`src/rtl/cond_flags_unit_pkg.sv`:
```
// ---------------------------------------------------------------------------
// cond_pkg
// Shared types for the branch-condition unit:
//   cond_e     - the sixteen A64 condition codes (EQ = 4'h0 ... NV = 4'hF)
//   br_type_e  - kind of branch request coming from decode
//   state_e    - resolver FSM state encoding (plain vector + constants so the
//                encoding stays stable for older code that pokes at it)
//   nzcv_t     - architectural flag word, packed MSB-first as {N,Z,C,V}
// ---------------------------------------------------------------------------
package cond_pkg;

  typedef enum logic [3:0] {
    EQ = 4'h0,
    NE = 4'h1,
    CS = 4'h2,
    CC = 4'h3,
    MI = 4'h4,
    PL = 4'h5,
    VS = 4'h6,
    VC = 4'h7,
    HI = 4'h8,
    LS = 4'h9,
    GE = 4'hA,
    LT = 4'hB,
    GT = 4'hC,
    LE = 4'hD,
    AL = 4'hE,
    NV = 4'hF
  } cond_e;

  typedef enum logic [1:0] {
    BR_UNCOND = 2'd0,
    BR_COND   = 2'd1,
    BR_CBZ    = 2'd2,
    BR_CBNZ   = 2'd3
  } br_type_e;

  typedef logic [1:0] state_e;
  localparam state_e ST_IDLE = 2'd0;
  localparam state_e ST_WAIT = 2'd1;
  localparam state_e ST_RESP = 2'd2;

  typedef struct packed {
    logic n;
    logic z;
    logic c;
    logic v;
  } nzcv_t;

endpackage

```
`src/rtl/cond_flags_unit_cond_eval.sv`:
```
// ---------------------------------------------------------------------------
// cond_eval
// Purely combinational A64 condition-code evaluator.
// Ports:
//   flags  in  nzcv_t  flag word to test
//   cond   in  cond_e  condition code
//   taken  out 1       condition holds
// ---------------------------------------------------------------------------
module cond_eval
  import cond_pkg::*;
(
  input  nzcv_t flags,
  input  cond_e cond,
  output logic  taken
);

  // AL and NV both fall into the default arm: A64 treats NV as "always".
  always_comb begin
    taken = 1'b1;
    case (cond)
      EQ:      taken = flags.z;
      NE:      taken = !flags.z;
      CS:      taken = flags.c;
      CC:      taken = !flags.c;
      MI:      taken = flags.n;
      PL:      taken = !flags.n;
      VS:      taken = flags.v;
      VC:      taken = !flags.v;
      HI:      taken = flags.c && !flags.z;
      LS:      taken = !(flags.c && !flags.z);
      GE:      taken = (flags.n == flags.v);
      LT:      taken = (flags.n != flags.v);
      GT:      taken = !flags.z && (flags.n == flags.v);
      LE:      taken = !(!flags.z && (flags.n == flags.v));
      default: taken = 1'b1;
    endcase
  end

endmodule

```
`src/rtl/cond_flags_unit.sv`:
```
// ---------------------------------------------------------------------------
// cond_flags_unit
// Owns the architectural NZCV register, counts in-flight flag writers and
// resolves branch requests from decode over a valid/ready request and
// response handshake.
//
// Optional feature: define FLAG_BYPASS_EN to let a BR_COND resolve straight
// from the ALU flags in the cycle the last pending flag writer retires.
//
// Ports:
//   clk, reset_n             clock, asynchronous active-low reset
//   flag_issue               flag-setting op entered the pipe (pending +1)
//   flag_we                  EX-stage flag write this cycle (pending -1)
//   alu_negative/zero/overflow/carry_out  ALU flags, valid with flag_we
//   br_valid, br_ready       branch request handshake
//   br_type, br_cond, br_reg_zero  request payload
//   resp_valid, resp_taken, resp_ready  response handshake
//   flush                    synchronous pipeline flush
//   flags_q                  architectural {N,Z,C,V}
//   pending_full             pending counter at MAX_PENDING
//   err                      sticky protocol error
// ---------------------------------------------------------------------------
module cond_flags_unit
  import cond_pkg::*;
#(
  parameter int MAX_PENDING = 3
) (
  input  logic       clk,
  input  logic       reset_n,
  input  logic       flag_issue,
  input  logic       flag_we,
  input  logic       alu_negative,
  input  logic       alu_zero,
  input  logic       alu_overflow,
  input  logic       alu_carry_out,
  input  logic       br_valid,
  output logic       br_ready,
  input  logic [1:0] br_type,
  input  logic [3:0] br_cond,
  input  logic       br_reg_zero,
  output logic       resp_valid,
  output logic       resp_taken,
  input  logic       resp_ready,
  input  logic       flush,
  output logic [3:0] flags_q,
  output logic       pending_full,
  output logic       err
);

  localparam int CW = $clog2(MAX_PENDING + 1);

  state_e        state_r, state_nxt;
  nzcv_t         flags_r;
  nzcv_t         alu_flags;
  cond_e         cond_r, cond_nxt, eval_cond;
  logic          taken_r, taken_nxt;
  logic [CW-1:0] pending_r, pending_nxt;
  logic          err_r, err_set;
  logic          taken_arch, taken_alu;
  logic          can_bypass;

  assign alu_flags    = {alu_negative, alu_zero, alu_carry_out, alu_overflow};
  assign flags_q      = flags_r;
  assign br_ready     = (state_r == ST_IDLE);
  assign resp_valid   = (state_r == ST_RESP);
  assign resp_taken   = taken_r;
  assign pending_full = (pending_r == CW'(MAX_PENDING));
  assign err          = err_r;

  // In IDLE the request is evaluated straight off the input bus; once
  // parked in WAIT the captured condition is used instead.
  assign eval_cond = (state_r == ST_WAIT) ? cond_r : cond_e'(br_cond);

  cond_eval u_eval_arch (
    .flags (flags_r),
    .cond  (eval_cond),
    .taken (taken_arch)
  );

  cond_eval u_eval_alu (
    .flags (alu_flags),
    .cond  (eval_cond),
    .taken (taken_alu)
  );

  // Bypass only when the op writing flags right now is the last one in
  // flight; a simultaneous issue keeps the count at 1, so the flags on the
  // ALU bus are not the final ones.
`ifdef FLAG_BYPASS_EN
  assign can_bypass = (pending_r == CW'(1)) && flag_we && !flag_issue;
`else
  assign can_bypass = 1'b0;
`endif

  // Pending counter update. Issue and retire in the same cycle cancel out;
  // an overflowing issue or an underflowing retire is dropped and flagged.
  always_comb begin
    pending_nxt = pending_r;
    err_set     = 1'b0;
    if (flag_issue && !flag_we) begin
      if (pending_full) err_set = 1'b1;
      else              pending_nxt = pending_r + CW'(1);
    end else if (flag_we && !flag_issue) begin
      if (pending_r == '0) err_set = 1'b1;
      else                 pending_nxt = pending_r - CW'(1);
    end
  end

  // Resolver FSM. A conditional branch resolves from the architectural
  // flags once nothing is pending, otherwise it parks in WAIT. Flush wins
  // over everything and drops whatever request was captured.
  always_comb begin
    state_nxt = state_r;
    taken_nxt = taken_r;
    cond_nxt  = cond_r;
    case (state_r)
      ST_IDLE: begin
        if (br_valid) begin
          cond_nxt = cond_e'(br_cond);
          case (br_type_e'(br_type))
            BR_UNCOND: begin
              taken_nxt = 1'b1;
              state_nxt = ST_RESP;
            end
            BR_CBZ: begin
              taken_nxt = br_reg_zero;
              state_nxt = ST_RESP;
            end
            BR_CBNZ: begin
              taken_nxt = !br_reg_zero;
              state_nxt = ST_RESP;
            end
            default: begin
              if (pending_r == '0) begin
                taken_nxt = taken_arch;
                state_nxt = ST_RESP;
              end else if (can_bypass) begin
                taken_nxt = taken_alu;
                state_nxt = ST_RESP;
              end else begin
                state_nxt = ST_WAIT;
              end
            end
          endcase
        end
      end
      ST_WAIT: begin
        if (pending_r == '0) begin
          taken_nxt = taken_arch;
          state_nxt = ST_RESP;
        end else if (can_bypass) begin
          taken_nxt = taken_alu;
          state_nxt = ST_RESP;
        end
      end
      ST_RESP: begin
        if (resp_ready) state_nxt = ST_IDLE;
      end
      default: state_nxt = ST_IDLE;
    endcase
    if (flush) state_nxt = ST_IDLE;
  end

  // State registers. Flags are written on every flag_we, flush included,
  // because a flush only discards younger work, not the retiring op.
  always_ff @(posedge clk or negedge reset_n) begin
    if (!reset_n) begin
      state_r   <= ST_IDLE;
      flags_r   <= '0;
      cond_r    <= EQ;
      taken_r   <= 1'b0;
      pending_r <= '0;
      err_r     <= 1'b0;
    end else begin
      state_r <= state_nxt;
      cond_r  <= cond_nxt;
      taken_r <= taken_nxt;
      if (flag_we) flags_r <= alu_flags;
      if (flush) begin
        pending_r <= '0;
      end else begin
        pending_r <= pending_nxt;
        if (err_set) err_r <= 1'b1;
      end
    end
  end

endmodule

```
`config.mk`:
```
export PLATFORM = sky130hd
export DESIGN_NAME = cond_flags_unit
export DESIGN_NICKNAME = d
export VERILOG_FILES = /design/src/rtl/cond_flags_unit_pkg.sv /design/src/rtl/cond_flags_unit_cond_eval.sv /design/src/rtl/cond_flags_unit.sv
export SDC_FILE = /design/constraint.sdc
export NUM_CORES = 1
export LEC_CHECK = 0
export ABC_AREA = 1
export BUFFER_PORTS_ARGS = -buffer_cell sky130_fd_sc_hd__buf_2
export CORE_MARGIN = 2
export CORE_UTILIZATION = 30
export DETAILED_ROUTE_END_ITERATION = 8
export GPL_TIMING_DRIVEN = 0
export RECOVER_POWER = 25
export SKIP_LAST_GASP = 1
export SYNTH_ARGS = -nofsm -noshare
export SYNTH_HDL_FRONTEND = slang
export SYNTH_HIERARCHICAL = 1
export SYNTH_SLANG_ARGS = --single-unit
export TNS_END_PERCENT = 30
```
`constraint.sdc`:
```
create_clock -name clk -period 2.29 [get_ports clk]
set_input_delay 0.229 -clock clk [delete_from_list [all_inputs] [get_ports clk]]
set_output_delay 0.229 -clock clk [all_outputs]
set_load 0.05 [all_outputs]
```
==> results of run 1 <==
[layout make-up]
cell class | count | area [um2] | area share [%]
clock buffer | 3 | 22.5 | 1.78
timing repair buffer | 28 | 146 | 11.6
inverter | 28 | 105 | 8.32
sequential | 14 | 350 | 27.7
tap | 46 | 57.6 | 4.55
multi-input combinational | 131 | 582 | 46.0
[flip-flops by register name, indices dropped and copies added, names as in the netlist]
| register | cells |
|---|---|
| pending_r | 2 |
| state_r | 2 |
| flags_q | 4 |
| cond_r | 4 |
| err | 1 |
| resp_taken | 1 |
[critical path: cells and delay by family (launching register included)]
| kind | cells | cell delay [ps] |
|---|---|---|
| flip-flops | 1 | 400 |
| AND/OR/NAND/NOR | 12 | 970 |
| buffers and inverters | 3 | 290 |
| AO/OA/AOI/OAI | 1 | 190 |
[cells in the final DEF (no fill, tap or decap), types with 2 or more instances in the layout]
master	count
dfrtp_1	14
nor2_1	18
inv_2	7
o21ai_2	2
nand3_1	17
nand2_1	72
clkbuf_4	3
inv_1	20
a21oi_1	2
o21ai_1	7
buf_2	25
nand4_1	2
nand2_2	6
[cells by family (layout without fill, tap and decap cells)]
family	Yosys count	after routing
AO/OA/AOI/OAI	12	12
buffers and inverters	28	59
flip-flops	14	14
AND/OR/NAND/NOR	119	119
[routing by layer]
metal	share of wire, %	vias to the layer above	GRT usage [%]
met2	42	35	18.8
met5	0	-	0
met1	50	449	17.8
met4	0.66	0	3.33
li1	-	592	-
met3	7.5	2	3.60
[per-stage QoR]
step | hold slack (ps) | std cells | utilization (%) | cell area, um2
global route | 145 | 250 | 38.2 | 1260
CTS | 137 | 249 | 37.8 | 1250
finish | 150 | 250 | 38.2 | 1260
global placement | 161 | 245 | 36.8 | 1220
floorplan | -66.6 | 173 | - | 1030
detailed placement | 156 | 245 | 36.8 | 1220
[power by group]
| part | leakage, nW | switching, mW | internal [mW] |
|---|---|---|---|
| combinational | 0.582 | 0.261 | 0.106 |
| sequential | 0.170 | 0.0350 | 0.291 |
| clock | 0.0138 | 0.0774 | 0.0609 |
| total | 0.766 | 0.373 | 0.458 |
[path summary, 6_finish.rpt]
kind | end | slack [ps]
worst max register to register | resp_taken$_DFFE_PN0P_ | 330
worst min register to register | err$_DFFE_PN0P_ | 460
worst min-delay path | flags_q[0]$_DFFE_PN0P_ | 150
worst max-delay path | resp_taken$_DFFE_PN0P_ | 330
max in group asynchronous | err$_DFFE_PN0P_ | 1220
min in group asynchronous | cond_r[3]$_DFFE_PN0P_ | 550
[what timing repair did]
action	in CTS	in global routing
resized for setup	0	6
setup buffers	0	1
endpoints found under the hold margin	14	0
endpoints found under the setup margin	0	1
hold buffers	1	0
==> impl_metrics.json, run 1 <==
{
  "outcome": "completed",
  "grt_overflow": 0,
  "min_from": "alu_overflow",
  "slowest_stage": "dfrtp_1",
  "grt_start_max_net_pins": 15,
  "synth_common_cells": "nand2_1 (72), inv_1 (20), nor2_1 (18), nand3_1 (17), dfrtp_1 (14)",
  "startpoint": "state_r[1]$_DFFE_PN0P_",
  "synthCells": 173,
  "synth_adder_area_share_pct": 0,
  "drt-total-wl_um": 2270,
  "post-route-period-util_pct": 85.6,
  "crit_type": "reg2reg",
  "drt_first_pass_iters": 4,
  "drive_gt1_share_pct": 23.5,
  "max_slew_margin_pct": 45.1,
  "grt_pass1_wl_um": 4040,
  "maxSlewViolCount": 0,
  "fillers": 382,
  "rsz0062_at_grt": "false",
  "reg2reg_depth": 16,
  "ys_seq_area_share_pct": 34.0,
  "timing.fmax_ghz": 0.510,
  "io_buffers": 26,
  "critPathLaunchType": "flip-flop",
  "fin_nets": 224,
  "synth.top_cell.area_share_pct": 34.0,
  "setup_viol": 0,
  "worstPathRequired_ps": 2470,
  "synth_ff_type": "dfrtp_1",
  "clock_sinks": 14,
  "grt_use_total_pct": 12.6,
  "tightest_slew_ps": 823,
  "cts_tree": "built",
  "powerDensity_nw_per_um2": 658,
  "avgRoutedWirePerCell_um": 9.08,
  "end_kind": "flip-flop",
  "finalWeightedCongestion": 0.795,
  "start_util_pct": 31.1,
  "die_h_um": 62.6,
  "finalWorstSetupSlack_ps": 329,
  "peakVddDrop_uv": 292,
  "cts.root.buffer_cell": "clkbuf_4",
  "fin_crit_ps": 1960,
  "htree_levels": 1,
  "syn_avg_cell_area_um2": 5.95,
  "cap_violations": 0,
  "fp.dieW_um": 62.6,
  "vias": 1078,
  "drtIter0Drc": 34,
  "yosysMostFrequentCell": "nand2_1",
  "cp_common_cell": "nand2_1",
  "synth.net_count": 191,
  "vias_per_cell": 4.31,
  "final_antenna_net_count": 0,
  "pre_cts_ws_ps": 165,
  "hold_viol": 0,
  "slowest_delay_ps": 400,
  "grt_pass1_vias": 938,
  "synth_compound_area_share_pct": 6.08,
  "path_max_fanout": 7,
  "synth-xor-area-share_pct": 0,
  "ys_seq_elements": 14,
  "hp-class": "in2reg",
  "num_rows": 21,
  "dp_hpwl_um": 1790,
  "r2r-start": "state_r[1]$_DFFE_PN0P_",
  "area_growth_pct": 22.7,
  "io-pin-count": 27,
  "core_area_um2": 3310,
  "synthArstFlopShare_pct": 100,
  "holdPathStages": 3,
  "synth_edf_count": 0,
  "diodes": 0,
  "netlist-cell-type-count": 17,
  "netlist_area_um2": 1030,
  "arrival_ps": 2140,
  "yosys.area_share.simple_pct": 49.7,
  "clkLatencyLatePin_ps": 280,
  "drc_errors": 0,
  "synth_top_family_by_area": "simple AND/OR/NAND/NOR gates",
  "path_clk_slew_ps": 90,
  "setup-tns-final_ps": 0,
  "synth_top_cell_by_area": "dfrtp_1",
  "clockBufferDepth": 2,
  "die-area_um2": 3920,
  "synth_warnings": 6,
  "cp_cell_sequence": "inv_2 > nand2_1 > inv_2 > nand2_1 > o21ai_1 > nor2_1 > nand3_1 > nand2_1 > nor2_1 > nand3_1 > inv_1 > nand2_1 > nand3_1 > nand2_1 > nand2_1 > nand2_1",
  "skew_ps": 5.27,
  "total_power_mw": 0.832,
  "synth.area.top_cells": "dfrtp_1 (34%), nand2_1 (26%), nand3_1 (8.3%)",
  "antenna_found_initial": 0,
  "cellLeakagePower_nw": 0.766,
  "muxShareOfSynthArea_pct": 0,
  "numCtsBuffers": 3
}
No activity file was read; power rests on OpenSTA's default activity.
==> run 2, diff against run 1 <==
--- a/config.mk
+++ b/config.mk
@@ -11,6 +11,7 @@
 export CORE_UTILIZATION = 30
 export DETAILED_ROUTE_END_ITERATION = 8
 export GPL_TIMING_DRIVEN = 0
+export MAX_ROUTING_LAYER = met4
 export RECOVER_POWER = 25
 export SKIP_LAST_GASP = 1
 export SYNTH_ARGS = -nofsm -noshare
==> constraint.sdc (replaced) <==
create_clock -name clk -period 2.4 [get_ports clk]
set_input_delay 0.24 -clock clk [delete_from_list [all_inputs] [get_ports clk]]
set_output_delay 0.24 -clock clk [all_outputs]
set_load 0.05 [all_outputs]
==> impl_metrics.json, run 2 (synthesis gave the netlist of run 1 again) <==
{
  "outcome": "completed",
  "antenna_found_initial": 0,
  "setup_viol": 0,
  "slowest_stage": "dfrtp_1",
  "fin_nets": 223,
  "critPathLaunchType": "flip-flop",
  "hold_viol": 0,
  "dp_hpwl_um": 1790,
  "maxSlewViolCount": 0,
  "num_rows": 21,
  "drive_gt1_share_pct": 22.2,
  "grt_pass1_wl_um": 4040,
  "clockBufferDepth": 2,
  "fin_crit_ps": 2050,
  "cp_cell_sequence": "inv_2 > nand2_1 > inv_2 > nand2_1 > o21ai_1 > inv_2 > nand2_1 > nand2_1 > nand3_1 > nand2_1 > nor2_1 > nand3_1 > inv_1 > nand2_1 > nand3_1 > nand2_1 > nand2_1 > nand2_1",
  "path_clk_slew_ps": 90,
  "drt_first_pass_iters": 4,
  "cellLeakagePower_nw": 0.758,
  "powerDensity_nw_per_um2": 634,
  "clkLatencyLatePin_ps": 280,
  "layout_common_cells": "nand2_1 (72), buf_2 (25), inv_1 (20)",
  "area_growth_pct": 21.3,
  "finalWeightedCongestion": 0.806,
  "worstPathRequired_ps": 2580,
  "clock_sinks": 14,
  "hp-class": "in2reg",
  "drc_errors": 0,
  "end_kind": "flip-flop",
  "grt_start_max_net_pins": 15,
  "htree_levels": 1,
  "crit_family": "simple AND/OR/NAND/NOR gates",
  "holdPathStages": 3,
  "grt_overflow": 0,
  "p_int_mw": 0.435,
  "vias_per_cell": 4.20,
  "rsz0062_at_grt": "false",
  "p_comb_share_pct": 43.9,
  "grt_use_total_pct": 13.0,
  "post-route-period-util_pct": 85.4,
  "numCtsBuffers": 3,
  "final_antenna_net_count": 0,
  "diodes": 0,
  "cp.depth": 18,
  "cts_tree": "built",
  "vias": 1047,
  "tightest_slew_ps": 831,
  "reg2reg_depth": 18,
  "start_util_pct": 31.1,
  "clock_power_share_pct": 16.8,
  "setup-tns-final_ps": 0,
  "io_buffers": 26,
  "cp_common_cell": "nand2_1",
  "crit_type": "reg2reg",
  "switching_share_pct": 45.0,
  "max_slew_margin_pct": 44.6,
  "slowest_delay_ps": 400,
  "timing.fmax_ghz": 0.488,
  "fp.dieW_um": 62.6,
  "core_area_um2": 3310,
  "seq_power_share_pct": 39.3,
  "drtIter0Drc": 38,
  "cts.root.buffer_cell": "clkbuf_4",
  "io-pin-count": 27,
  "die-area_um2": 3920,
  "layout_commonest_cell": "nand2_1",
  "total_power_mw": 0.791,
  "critPathBufInv": 4,
  "arrival_ps": 2230,
  "cap_violations": 0,
  "drt-total-wl_um": 2260,
  "p_switching_mw": 0.356,
  "path_max_fanout": 8,
  "skew_ps": 4.48,
  "grt_pass1_vias": 938,
  "avgRoutedWirePerCell_um": 9.06,
  "peakVddDrop_uv": 281,
  "die_h_um": 62.6
}
## run 2: path summary, 6_finish.rpt
check,start,endpoint,slack [ps]
max,state_r[1]$_DFFE_PN0P_,resp_taken$_DFFE_PN0P_,350
min,alu_overflow,flags_q[0]$_DFFE_PN0P_,160
max reg2reg,state_r[1]$_DFFE_PN0P_,resp_taken$_DFFE_PN0P_,350
min reg2reg,err$_DFFE_PN0P_,err$_DFFE_PN0P_,460
max in group asynchronous,reset_n,err$_DFFE_PN0P_,1320
min in group asynchronous,reset_n,cond_r[3]$_DFFE_PN0P_,570
## run 2: power by group through the flow
stage               Clock [mW]  Combinational [mW]  Sequential [mW]
floorplan                    0               0.221            0.357
global placement             0               0.345            0.316
detailed placement           0               0.346            0.316
CTS                      0.142               0.349            0.312
global route             0.152               0.393            0.320
finish                   0.133               0.347            0.311
## run 2: layer usage
layer  vias up  share of wire [%]  global-route usage, %
met5         -                  0                      -
met4         0               0.66                   3.33
met3         2                5.0                   3.60
met2        21                 42                   18.8
met1       435                 52                   17.8
li1        589                  -                      -
## run 2: final cells by class
type | count | area (um2)
fill | 382 | 2060
multi-input combinational | 131 | 574
sequential | 14 | 350
timing repair buffer | 27 | 139
inverter | 28 | 105
tap | 46 | 57.6
clock buffer | 3 | 22.5
## run 2: through the flow
step | hold WS [ps] | setup slack, ps | cell area (um2) | utilization, % | instances
floorplan | -55.6 | 544 | 1030 | - | 173
global placement | 172 | 262 | 1220 | 36.8 | 245
detailed placement | 167 | 275 | 1220 | 36.8 | 245
CTS | 148 | 248 | 1250 | 37.8 | 249
global route | 156 | 57.2 | 1250 | 37.7 | 249
finish | 159 | 350 | 1250 | 37.7 | 249
## run 2: timing repair
action / CTS / global route
hold endpoints to repair: 14 / 0
buffers inserted: 0 / 0
hold buffers: 1 / 0
gates resized for setup: 0 / 4
setup endpoints to repair: 0 / 1
## run 2: tightest hold or removal path, delay by kind of cell
family	cells	cell delay (ps)
buffers and inverters	1	70
and+or+nand+nor	2	90
==> run 3, diff against run 2 <==
--- a/config.mk
+++ b/config.mk
@@ -7,6 +7,7 @@
 export LEC_CHECK = 0
 export ABC_AREA = 1
 export BUFFER_PORTS_ARGS = -buffer_cell sky130_fd_sc_hd__buf_2
+export CAP_MARGIN = 20
 export CORE_MARGIN = 2
 export CORE_UTILIZATION = 30
 export DETAILED_ROUTE_END_ITERATION = 8
==> constraint.sdc (replaced) <==
create_clock -name clk -period 2.6 [get_ports clk]
set_input_delay 0.26 -clock clk [delete_from_list [all_inputs] [get_ports clk]]
set_output_delay 0.26 -clock clk [all_outputs]
set_load 0.05 [all_outputs]
==> impl_metrics.json, run 3 (synthesis gave the netlist of run 1 again) <==
{
  "post-route-period-util_pct": 83.9,
  "hold_viol": 0,
  "cp_common_cell": "nand2_1",
  "clockBufferDepth": 2,
  "cts.root.buffer_cell": "clkbuf_4",
  "hold_buffers": 1,
  "setup_viol": 0,
  "outcome": "completed",
  "finish.utilization_pct": 37.7,
  "drc_errors": 0,
  "avgRoutedWirePerCell_um": 9.07,
  "cts_setup_buffers": 0,
  "grt_use_total_pct": 13.0,
  "final_antenna_net_count": 0,
  "finalWeightedCongestion": 0.806,
  "fillers": 382,
  "core_area_um2": 3310,
  "hp-class": "in2reg",
  "path_max_fanout": 8,
  "drtIter0Drc": 49,
  "clock_sinks": 14,
  "skew_ps": 5.13,
  "numCtsBuffers": 3,
  "grt_pass1_vias": 938,
  "reg2reg_depth": 16,
  "powerDensity_nw_per_um2": 585,
  "grt_pass1_wl_um": 4040,
  "num_rows": 21,
  "io-pin-count": 27,
  "total_power_mw": 0.730,
  "layout_common_cells": "nand2_1 (72), buf_2 (25), inv_1 (20)",
  "drt-total-wl_um": 2260,
  "path_clk_slew_ps": 90,
  "diodes": 0,
  "drive_gt1_share_pct": 22.2,
  "peakVddDrop_uv": 259,
  "slowest_delay_ps": 430,
  "grt_start_max_net_pins": 15,
  "vias_per_cell": 4.29,
  "cellLeakagePower_nw": 0.757,
  "ctsResizeCount": 0,
  "arrival_ps": 2360,
  "drt_first_pass_iters": 4,
  "fp.dieW_um": 62.6,
  "area_growth_pct": 21.3,
  "fin_crit_ps": 2180,
  "max_slew_margin_pct": 45.1,
  "die-area_um2": 3920,
  "tightest_slew_ps": 824,
  "layout_commonest_cell": "nand2_1",
  "cts_tree": "built",
  "critPathLaunchType": "flip-flop",
  "cp_cell_sequence": "nand2_1 > inv_2 > o21ai_0 > inv_2 > nand2_1 > nand2_1 > nand3_1 > nand2_1 > nor2_1 > nand3_1 > inv_1 > nand2_1 > nand3_1 > nand2_1 > nand2_1 > nand2_1",
  "setup-tns-final_ps": 0,
  "worstPathRequired_ps": 2780,
  "dp_hpwl_um": 1790,
  "io_buffers": 26,
  "antenna_found_initial": 0,
  "crit_type": "reg2reg",
  "timing.fmax_ghz": 0.458,
  "cap_violations": 0,
  "slowest_stage": "o21ai_0",
  "clkLatencyLatePin_ps": 280,
  "maxSlewViolCount": 0,
  "start_util_pct": 31.1,
  "fin_nets": 223,
  "die_h_um": 62.6,
  "grt_overflow": 0,
  "rsz0062_at_grt": "false",
  "vias": 1069,
  "end_kind": "flip-flop",
  "holdPathStages": 3,
  "htree_levels": 1
}
run 3: cell count changes in the layout (fill, tap and decap cells not counted):
| cell | delta |
|---|---|
| o21ai_1 | -4 |
| o21ai_0 | +4 |
run 3: cell type report:
cell class | instances | area (um2) | share of cell area, %
timing repair buffer | 27 | 139 | 11.1
multi-input combinational | 131 | 574 | 46.0
clock buffer | 3 | 22.5 | 1.80
sequential | 14 | 350 | 28.1
inverter | 28 | 105 | 8.42
tap | 46 | 57.6 | 4.61
run 3: final timing paths:
kind | end | startpoint | slack, ps
max | resp_taken$_DFFE_PN0P_ | state_r[0]$_DFFE_PN0P_ | 420
min | flags_q[0]$_DFFE_PN0P_ | alu_overflow | 180
max reg2reg | resp_taken$_DFFE_PN0P_ | state_r[0]$_DFFE_PN0P_ | 420
min reg2reg | err$_DFFE_PN0P_ | err$_DFFE_PN0P_ | 460
max in group asynchronous | err$_DFFE_PN0P_ | reset_n | 1500
min in group asynchronous | cond_r[3]$_DFFE_PN0P_ | reset_n | 590
run 3: power breakdown:
group          internal (mW)  switching [mW]
Sequential             0.257          0.0311
Clock                 0.0536          0.0693
Combinational         0.0912           0.228
run 3: critical path, delay by kind of cell (launching register included):
family          cells  cell delay [ps]
compound gates      1              430
buf+inv             3              240
flops               1              410
simple gates       12             1000
run 3: metal layers:
| layer | track usage, % | vias up | wire [um] |
|---|---|---|---|
| met5 | - | - | 0 |
| met4 | 3.33 | 0 | 15 |
| met3 | 3.60 | 2 | 131 |
| met2 | 18.8 | 27 | 944 |
| met1 | 17.8 | 449 | 1170 |
| li1 | - | 591 | - |
run 3: metrics by stage:
step | cells | setup slack [ps] | cell area (um2) | hold slack, ps
after floorplan | 173 | 744 | 1030 | -35.6
after global placement | 245 | 462 | 1220 | 192
after detailed placement | 245 | 475 | 1220 | 187
after CTS | 249 | 448 | 1250 | 168
after global routing | 249 | 126 | 1250 | 176
final | 249 | 419 | 1250 | 180
